--- config.mk ---
export PLATFORM = sky130hd
export DESIGN_NAME = gpio_port_bank
export DESIGN_NICKNAME = d
export VERILOG_FILES = /design/src/rtl/gpio_port_bank.sv
export SDC_FILE = /design/constraint.sdc
export NUM_CORES = 1
export LEC_CHECK = 0
export BUFFER_PORTS_ARGS = -buffer_cell sky130_fd_sc_hd__buf_2
export CAP_MARGIN = 20
export CORE_MARGIN = 2
export CORE_UTILIZATION = 40
export DETAILED_ROUTE_END_ITERATION = 8
export GPL_ROUTABILITY_DRIVEN = 0
export PLACE_DENSITY_LB_ADDON = 0.1
export SETUP_SLACK_MARGIN = 0.05
export SLEW_MARGIN = 20
export SYNTH_ARGS = -nofsm -noshare
export SYNTH_HDL_FRONTEND = slang
export SYNTH_SLANG_ARGS = --single-unit
--- constraint.sdc ---
create_clock -name clk -period 2.3 [get_ports clk]
set_clock_uncertainty 0.2 [all_clocks]
set_input_delay 0.115 -clock clk [delete_from_list [all_inputs] [get_ports clk]]
set_output_delay 0.115 -clock clk [all_outputs]
set_load 0.01 [all_outputs]
--- src/rtl/gpio_port_bank.sv ---
`default_nettype none
// ============================================================================
// Module   : gpio_port_bank
// Purpose  : Multi-port GPIO peripheral for the SoC peripheral bus.
//            NUM_PORTS ports of PORT_WIDTH pins each. Every port has:
//              - direction and output registers;
//              - atomic set/clear/toggle writes;
//              - synchronised input readback;
//              - per-pin rising/falling edge interrupts with W1C status.
// Ports    : clk, rst      - single clock, synchronous active-high reset
//            bus_addr      - byte address (bits [1:0] ignored)
//            bus_wdata     - write data (low PORT_WIDTH bits used)
//            bus_we/bus_re - one-cycle write / read strobes
//            bus_rdata     - read data, zero-extended, held until next read
//            bus_rvalid    - one-cycle pulse, bus_rdata valid
//            gpio_pin_in   - asynchronous pad inputs
//            gpio_pin_out  - output register values
//            gpio_pin_dir  - output enables (1 = drive)
//            irq           - registered OR of all status bits
// Revision : 1.0 - initial release
// ============================================================================
module gpio_port_bank #(
    parameter int NUM_PORTS   = 2,
    parameter int PORT_WIDTH  = 8,
    parameter int SYNC_STAGES = 2,
    parameter int ADDR_WIDTH  = 8
) (
    input  logic                            clk,
    input  logic                            rst,
    input  logic [ADDR_WIDTH-1:0]           bus_addr,
    input  logic [31:0]                     bus_wdata,
    input  logic                            bus_we,
    input  logic                            bus_re,
    output logic [31:0]                     bus_rdata,
    output logic                            bus_rvalid,
    input  logic [NUM_PORTS*PORT_WIDTH-1:0] gpio_pin_in,
    output logic [NUM_PORTS*PORT_WIDTH-1:0] gpio_pin_out,
    output logic [NUM_PORTS*PORT_WIDTH-1:0] gpio_pin_dir,
    output logic                            irq
);

    localparam int c_NPIN = NUM_PORTS * PORT_WIDTH;

    // Word offsets within a port's 0x40-byte window (bus_addr[5:2]).
    localparam logic [3:0] c_OFS_DIR     = 4'h0;
    localparam logic [3:0] c_OFS_OUT     = 4'h1;
    localparam logic [3:0] c_OFS_IN      = 4'h2;
    localparam logic [3:0] c_OFS_SET     = 4'h3;
    localparam logic [3:0] c_OFS_CLR     = 4'h4;
    localparam logic [3:0] c_OFS_TGL     = 4'h5;
    localparam logic [3:0] c_OFS_RISE_EN = 4'h6;
    localparam logic [3:0] c_OFS_FALL_EN = 4'h7;
    localparam logic [3:0] c_OFS_STATUS  = 4'h8;

    // ------------------------------------------------------------------
    // Address decode
    // ------------------------------------------------------------------
    logic [3:0]            w_ofs;
    logic [31:0]           w_idx_ext;
    logic [PORT_WIDTH-1:0] w_wd;

    assign w_ofs = bus_addr[5:2];
    assign w_wd  = bus_wdata[PORT_WIDTH-1:0];

    // Port index widened to 32 bits so it can be compared against any port
    // number; a bus with no bits above the port window only addresses port 0.
    generate
        if (ADDR_WIDTH > 6) begin : g_idx
            assign w_idx_ext = 32'(bus_addr[ADDR_WIDTH-1:6]);
        end else begin : g_no_idx
            assign w_idx_ext = '0;
        end
    endgenerate

    // Byte-lane bits and upper write-data bits carry no meaning here.
    logic w_unused;
    assign w_unused = &{1'b0, bus_addr[1:0], bus_wdata};

    // ------------------------------------------------------------------
    // Input synchroniser and edge detection
    // ------------------------------------------------------------------
    logic [c_NPIN-1:0] r_sync [SYNC_STAGES];
    logic [c_NPIN-1:0] r_prev;
    logic [c_NPIN-1:0] w_in;
    logic [c_NPIN-1:0] w_rise;
    logic [c_NPIN-1:0] w_fall;

    always_ff @(posedge clk) begin
        if (rst) begin
            for (int s = 0; s < SYNC_STAGES; s++) begin
                r_sync[s] <= '0;
            end
            r_prev <= '0;
        end else begin
            r_sync[0] <= gpio_pin_in;
            for (int s = 1; s < SYNC_STAGES; s++) begin
                r_sync[s] <= r_sync[s-1];
            end
            r_prev <= r_sync[SYNC_STAGES-1];
        end
    end

    assign w_in   = r_sync[SYNC_STAGES-1];
    assign w_rise = w_in & ~r_prev;
    assign w_fall = ~w_in & r_prev;

    // ------------------------------------------------------------------
    // Per-port register file
    // ------------------------------------------------------------------
    logic [c_NPIN-1:0] w_dir_flat;
    logic [c_NPIN-1:0] w_out_flat;
    logic [c_NPIN-1:0] w_rise_en_flat;
    logic [c_NPIN-1:0] w_fall_en_flat;
    logic [c_NPIN-1:0] w_status_flat;

    generate
        for (genvar p = 0; p < NUM_PORTS; p++) begin : g_port
            logic [PORT_WIDTH-1:0] r_dir;
            logic [PORT_WIDTH-1:0] r_out;
            logic [PORT_WIDTH-1:0] r_rise_en;
            logic [PORT_WIDTH-1:0] r_fall_en;
            logic [PORT_WIDTH-1:0] r_status;
            logic                  w_wr;
            logic [PORT_WIDTH-1:0] w_evt;
            logic [PORT_WIDTH-1:0] w_w1c;

            assign w_wr  = bus_we && (w_idx_ext == 32'(p));
            assign w_evt = (w_rise[p*PORT_WIDTH +: PORT_WIDTH] & r_rise_en)
                         | (w_fall[p*PORT_WIDTH +: PORT_WIDTH] & r_fall_en);
            assign w_w1c = (w_wr && (w_ofs == c_OFS_STATUS)) ? w_wd : '0;

            always_ff @(posedge clk) begin
                if (rst) begin
                    r_dir     <= '0;
                    r_out     <= '0;
                    r_rise_en <= '0;
                    r_fall_en <= '0;
                    r_status  <= '0;
                end else begin
                    if (w_wr) begin
                        case (w_ofs)
                            c_OFS_DIR:     r_dir     <= w_wd;
                            c_OFS_OUT:     r_out     <= w_wd;
                            c_OFS_SET:     r_out     <= r_out | w_wd;
                            c_OFS_CLR:     r_out     <= r_out & ~w_wd;
                            c_OFS_TGL:     r_out     <= r_out ^ w_wd;
                            c_OFS_RISE_EN: r_rise_en <= w_wd;
                            c_OFS_FALL_EN: r_fall_en <= w_wd;
                            default:       ;
                        endcase
                    end
                    // New events are OR-ed in after the clear so a same-cycle
                    // event keeps its bit set.
                    r_status <= (r_status & ~w_w1c) | w_evt;
                end
            end

            assign w_dir_flat[p*PORT_WIDTH +: PORT_WIDTH]     = r_dir;
            assign w_out_flat[p*PORT_WIDTH +: PORT_WIDTH]     = r_out;
            assign w_rise_en_flat[p*PORT_WIDTH +: PORT_WIDTH] = r_rise_en;
            assign w_fall_en_flat[p*PORT_WIDTH +: PORT_WIDTH] = r_fall_en;
            assign w_status_flat[p*PORT_WIDTH +: PORT_WIDTH]  = r_status;
        end
    endgenerate

    assign gpio_pin_out = w_out_flat;
    assign gpio_pin_dir = w_dir_flat;

    // ------------------------------------------------------------------
    // Read path: muxes the pre-edge register values, so a same-cycle
    // write to the read address returns the old contents.
    // ------------------------------------------------------------------
    logic [PORT_WIDTH-1:0] w_rd_val;
    logic [31:0]           w_rd_word;

    always_comb begin
        w_rd_val = '0;
        for (int p = 0; p < NUM_PORTS; p++) begin
            if (w_idx_ext == 32'(p)) begin
                case (w_ofs)
                    c_OFS_DIR:     w_rd_val = w_dir_flat[p*PORT_WIDTH +: PORT_WIDTH];
                    c_OFS_OUT:     w_rd_val = w_out_flat[p*PORT_WIDTH +: PORT_WIDTH];
                    c_OFS_IN:      w_rd_val = w_in[p*PORT_WIDTH +: PORT_WIDTH];
                    c_OFS_RISE_EN: w_rd_val = w_rise_en_flat[p*PORT_WIDTH +: PORT_WIDTH];
                    c_OFS_FALL_EN: w_rd_val = w_fall_en_flat[p*PORT_WIDTH +: PORT_WIDTH];
                    c_OFS_STATUS:  w_rd_val = w_status_flat[p*PORT_WIDTH +: PORT_WIDTH];
                    default:       w_rd_val = '0;
                endcase
            end
        end
    end

    always_comb begin
        w_rd_word                 = '0;
        w_rd_word[PORT_WIDTH-1:0] = w_rd_val;
    end

    logic [31:0] r_rdata;
    logic        r_rvalid;
    logic        r_irq;

    always_ff @(posedge clk) begin
        if (rst) begin
            r_rdata  <= '0;
            r_rvalid <= 1'b0;
            r_irq    <= 1'b0;
        end else begin
            r_rvalid <= bus_re;
            if (bus_re) begin
                r_rdata <= w_rd_word;
            end
            r_irq <= |w_status_flat;
        end
    end

    assign bus_rdata  = r_rdata;
    assign bus_rvalid = r_rvalid;
    assign irq        = r_irq;

endmodule
`default_nettype wire
# After elaboration in Yosys (flattened, before gate mapping)

Memory sizes are Yosys's and may differ from the RTL's.
Index checks and enable logic that the tools add are counted.

Register bits after elaboration: 106
Bits in latches: 0
RAM bits: 32
Memory bits (read-only): 0
Input port bits: 60
Output and inout bits: 66
Logic and storage cells: 78
Memories kept: 1

Add/subtract/negate cells: 0
Multipliers: 0
Divide/modulo/power cells: 0
Order comparisons: 0
Eq/ne operators: 9
Shifts and indexed selects: 0
Muxes and demuxes: 13
Bitwise gates (word level): 25
Reductions and logical operators: 16

Memories:

| memory | words | width | read ports | clocked after memory_dff | wr ports | line | text |
|---|---|---|---|---|---|---|---|
| r_sync | 2     | 16    | 2          | 0                        | 2        | 82   | `logic [c_NPIN-1:0] r_sync [SYNC_STAGES];` |

Operator list:

| operator             | number |
|---|---|
| $pmux W8 S6          | 2 |
| $and A8 B8 Y8        | 8 |
| $pmux W8 S4          | 2 |
| $or A8 B8 Y8         | 6 |
| $and A16 B16 Y16     | 2 |
| $logic_not A32 Y1    | 1 |
| $mux W16             | 2 |
| $mux W8              | 4 |
| $not A16 Y16         | 2 |
| $not A8 Y8           | 3 |
| $eq A4 B3 Y1 const B | 4 |
| $reduce_and A2 Y1    | 8 |
| $reduce_or A16 Y1    | 1 |
| $xor A8 B8 Y8        | 2 |
| $eq A4 B2 Y1 const B | 2 |
| $eq A4 B1 Y1 const B | 1 |
| $eq A4 B4 Y1 const B | 1 |
| $logic_and A1 B1 Y1  | 4 |
| $logic_not A4 Y1     | 1 |
| $reduce_bool A4 Y1   | 1 |
| $mux W1              | 3 |
| $eq A2 B1 Y1 const B | 1 |
| $or A1 B1 Y1         | 2 |

# Longest topological paths before layout

Depth after elaboration: 7
Gate-level depth with buffers: 7

# Least setup slack after synthesis

OpenSTA, ideal clock, no wires.

Kind: input to register
From: in bus_addr[2]
To: reg g_port[0].r_dir[0]
Library setup time: 128 ps
Arrival time: 1330 ps
Data required time: 1972 ps
Path slack: 642 ps
Stages on the path: 6
Buffers on the path: 2
Cells stage by stage: buf_2 buf_4 nor4_1 nand3_2 mux2i_1 nor2_1

Word-level cells in the longest chain between the ends: 2

RTL lines:

| element                            | line | text |
|---|---|---|
| start: declaration                 | 30   | `input logic [ADDR_WIDTH-1:0] bus_addr,` |
| $logic_not A4 Y1                   | 141  | `case (w_ofs)` |
| $reduce_and A2 Y1 (no source line) | n/a  |  |
| end signal: assignment             | 142  | `c_OFS_DIR: r_dir <= w_wd;` |
| end: declaration                   | 118  | `logic [PORT_WIDTH-1:0] r_dir;` |

No other way between the ends.
A chain may end at the register's enable or synchronous reset.

# Worst setup path in the final report

From: in bus_wdata[3]
To: reg g_port[0].r_out[3]

Word-level cells in the longest chain between the ends: 3

RTL lines:

| element                | line | text |
|---|---|---|
| start: declaration     | 31   | `input logic [31:0] bus_wdata,` |
| $not A8 Y8             | 145  | `c_OFS_CLR: r_out <= r_out & ~w_wd;` |
| $and A8 B8 Y8          | 145  |  |
| $pmux W8 S4 (*)        | 141  |  |
| end signal: assignment | 143  | `c_OFS_OUT: r_out <= w_wd;` |
| end signal: assignment | 145  |  |
| end signal: assignment | 146  | `c_OFS_TGL: r_out <= r_out ^ w_wd;` |
| end: declaration       | 119  | `logic [PORT_WIDTH-1:0] r_out;` |

Every way passes the cells marked *; elsewhere a longest branch is shown, timed or not.

==> flow_summary.toml <==
[setup_path]
timing.rr.end = "bus_rdata[4]"
reg2reg_slack_ns = 0.51
cp_max_fo = 8
cp.arrival_ns = 2.03
crit_chain = "dlygate4sd3_1 -> buf_2 -> inv_1 -> ha_1 -> a221oi_1 -> a311oi_1"
critical_path_required_ns = 2.39
crit_type = "input pin to register"
crit_path_top_delay_cell = "dlygate4sd3_1"
reg2reg_depth = 4
cp-end-kind = "register"
reg2reg_from = "g_port[0].r_out[4]"
start_kind = "input pin"
crit_path_max_incr_delay_ns = 0.52

[finish]
drive_above_1_share_pct = 17.76
n_antenna_cell = 0
syn2layout_area_growth_pct = 22.33
fin_area_sq_mm = 0.008293
nNetsFinal = 918

[detailed_routing]
drt_first_iter_violations = 354
drc = 0
wl_per_cell_microns = 19.11
post_drt_via_cell_ratio = 5.420
drt_wl_total_mm = 20.24
vias = 5740
ant_nets = 0
firstDrtPassIters = 5

[clock_tree]
root_buffer = "clkbuf_16"
cts_sinks = 138
cts_buffers = 17
postCtsSetupRepairBufs = 0
cts_buffer_depth = 2
clk_latency_ns = 0.42
cts_htree_levels = 4
cts_tree = "built"
path_clk_slew_ns = 0.06

[sta]
rsz0062_at_grt = "no"
fmax_mhz = 515.3
period_minus_slack_ns = 1.940
slew_viol_final = 0
maxSlewHeadroom_pct = 55.88
finalHoldViolations = 0
finalSetupViolCount = 0
setup_slack_ns = 0.3596
period_share_pct = 84.37
whs_ns = 0.05313
worstMarginPinSlew_ns = 0.6619
setup_tns_ns = 0

[floorplanning]
start_util_pct = 40.88
die_h_microns = 134.2
die_x_microns = 134.2
core_area_sq_mm = 0.01658
die_area_sq_mm = 0.01800
ios = 126
rows = 47

[logic_synthesis]
netlist_area_sq_mm = 0.006779
synth_compound_area_share_pct = 13.62
synthCells = 723
ys_seq_area_share_pct = 40.75
synth-adder-area-share_pct = 5.906
synth_xor_area_share_pct = 0
synth_top_cell_by_area = "dfxtp_1"
ys_warn_count = 0
synth-simple-area-share_pct = 21.47
syn_avg_cell_area_sq_um = 9.376
synth_top_family_by_area = "simple AND/OR/NAND/NOR gates"
ys_types = 50
ys.flop_type = "dfxtp_1"
synthMuxAreaShare_pct = 10.78
synthArstFlopShare_pct = 0
ys_ff_latch = 138
ys_top_cells_by_area = "dfxtp_1 (41%), mux2i_1 (11%), nand3b_1 (7.0%), ha_1 (5.9%), nor2_1 (4.9%)"
synth_edf_count = 0
synth_top_cell_area_share_pct = 40.75

[place]
dpl.hpwl_mm = 14.20
place_ws_ns = 0.1749
portBuffers = 75
dpl_cell_area_sq_mm = 0.007368

[global_route]
grt_max_degree = 68
overflow = 0
grt_pass1_vias = 5442
grt_pass1_wl_mm = 31.04
antenna_found_initial = 0
grt_usage_pct = 22.74

[min_path]
hold_start = "bus_addr[7]"
hold_end = "bus_rdata[5]"
holdPathStages = 5
min_path_type = "input pin to register"

[run]
cap_viol_max_count = 0

[pwr]
vdd_ir_drop_max_mv = 0.5062
total_power_w = 0.005762
power_leakage_nw = 3.458
powerDensity_mw_per_mm2 = 694.9

[status]
status = "finished clean"
## power breakdown
part           internal (W)  switching, W  leakage [nW]  total (W)
clock               0.00176       0.00105         0.297    0.00281
combinational      0.000190      0.000286          2.04   0.000475
sequential          0.00244     0.0000373          1.12    0.00248
## critical path: cells and delay by family
kind            cells  cell delay [ns]
fa+ha+maj           1             0.37
buf+inv             3             1.12
compound gates      2             0.42
## cell type report
class | instances | area [sq um]
Clock buffer | 21 | 460.4
Clock inverter | 11 | 143.9
Fill cell | 1592 | 8290
Inverter | 26 | 97.59
Multi-Input combinational cell | 507 | 3600
Sequential cell | 138 | 2763
Tap cell | 220 | 275.3
Timing Repair Buffer | 136 | 953.4
## sequential cells by signal, indices dropped and copies added, names as in the netlist
register,cells
irq,1
bus_rdata,8
bus_rvalid,1
g_port.r_rise_en,16
g_port.r_fall_en,16
r_prev,16
r_sync,32
g_port.r_status,16
g_port.r_dir,16
g_port.r_out,16
## cells by family (layout without fill, tap and decap cells)
family / count (synthesis) / in the layout
multiplexers: 73 / 73
other: 1 / 24
AND/OR/NAND/NOR: 247 / 247
buffers and inverters: 101 / 194
flip-flops: 138 / 138
AO/OA/AOI/OAI: 131 / 131
adder cells (fa/ha/maj): 32 / 32
## through the flow
step	cells	utilization, %
4_1_cts	1059	50.01
5_1_grt	1059	50.01
6_report	1059	50.01
3_3_place_gp	995	44.43
2_1_floorplan	746	-
3_5_place_dp	995	44.43
## cell usage in the layout (no fill, tap or decap), drive strengths merged, types with 16 or more instances in the layout
cell / n
clkbuf: 21
a31oi: 16
a21oi: 16
nor2b: 50
nand3b: 63
ha: 32
mux2i: 73
nor2: 88
inv: 27
a311oi: 23
buf: 104
o21ai: 30
dlygate4sd3: 32
dfxtp: 138
conb: 24
## how the worst max path moves through the flow
stage | from | endpoint | slack, ns | depth (start not counted)
6_report | bus_wdata[3] | g_port[0].r_out[3] | 0.36 | 6
5_1_grt | bus_wdata[7] | g_port[1].r_out[7] | 0.29 | 8
4_1_cts | bus_wdata[3] | g_port[0].r_out[3] | 0.39 | 6
3_5_place_dp | bus_addr[3] | g_port[1].r_out[4] | 0.17 | 5
3_3_place_gp | bus_addr[4] | bus_rdata[4] | 0.24 | 5
2_1_floorplan | bus_addr[2] | g_port[0].r_dir[0] | 0.64 | 6
## what timing repair did
action	4_1_cts	5_1_grt
gates resized for setup	0	0
hold endpoints to repair	100	0
hold buffers	32	0
setup endpoints to repair	0	0
## cell usage after synthesis (all sizes together) (2+ instances only)
cell type and n:
a211oi 5, a21boi 5, a21oi 16, a221oi 15
a311oi 23, a31oi 16, and3 2, and4 2
buf 40, clkbuf 35, dfxtp 138, ha 32
inv 26, mux2i 73, nand2 9, nand2b 3
nand3 5, nand3b 63, nand4 2, nor2 88
nor2b 50, nor3 4, nor4 5, nor4b 2
o21ai 30, o22ai 9, o2bb2ai 5, o31ai 3
or3 3, or3b 4
## per-layer routing
| layer | track usage [%] | part of all wire (%) |
|---|---|---|
| met5 | 0 | 0 |
| met2 | 35.20 | 46 |
| met3 | 4.611 | 6.5 |
| met1 | 30.76 | 45 |
| met4 | 9.942 | 3.4 |
Power figures use the tool's default switching activity.
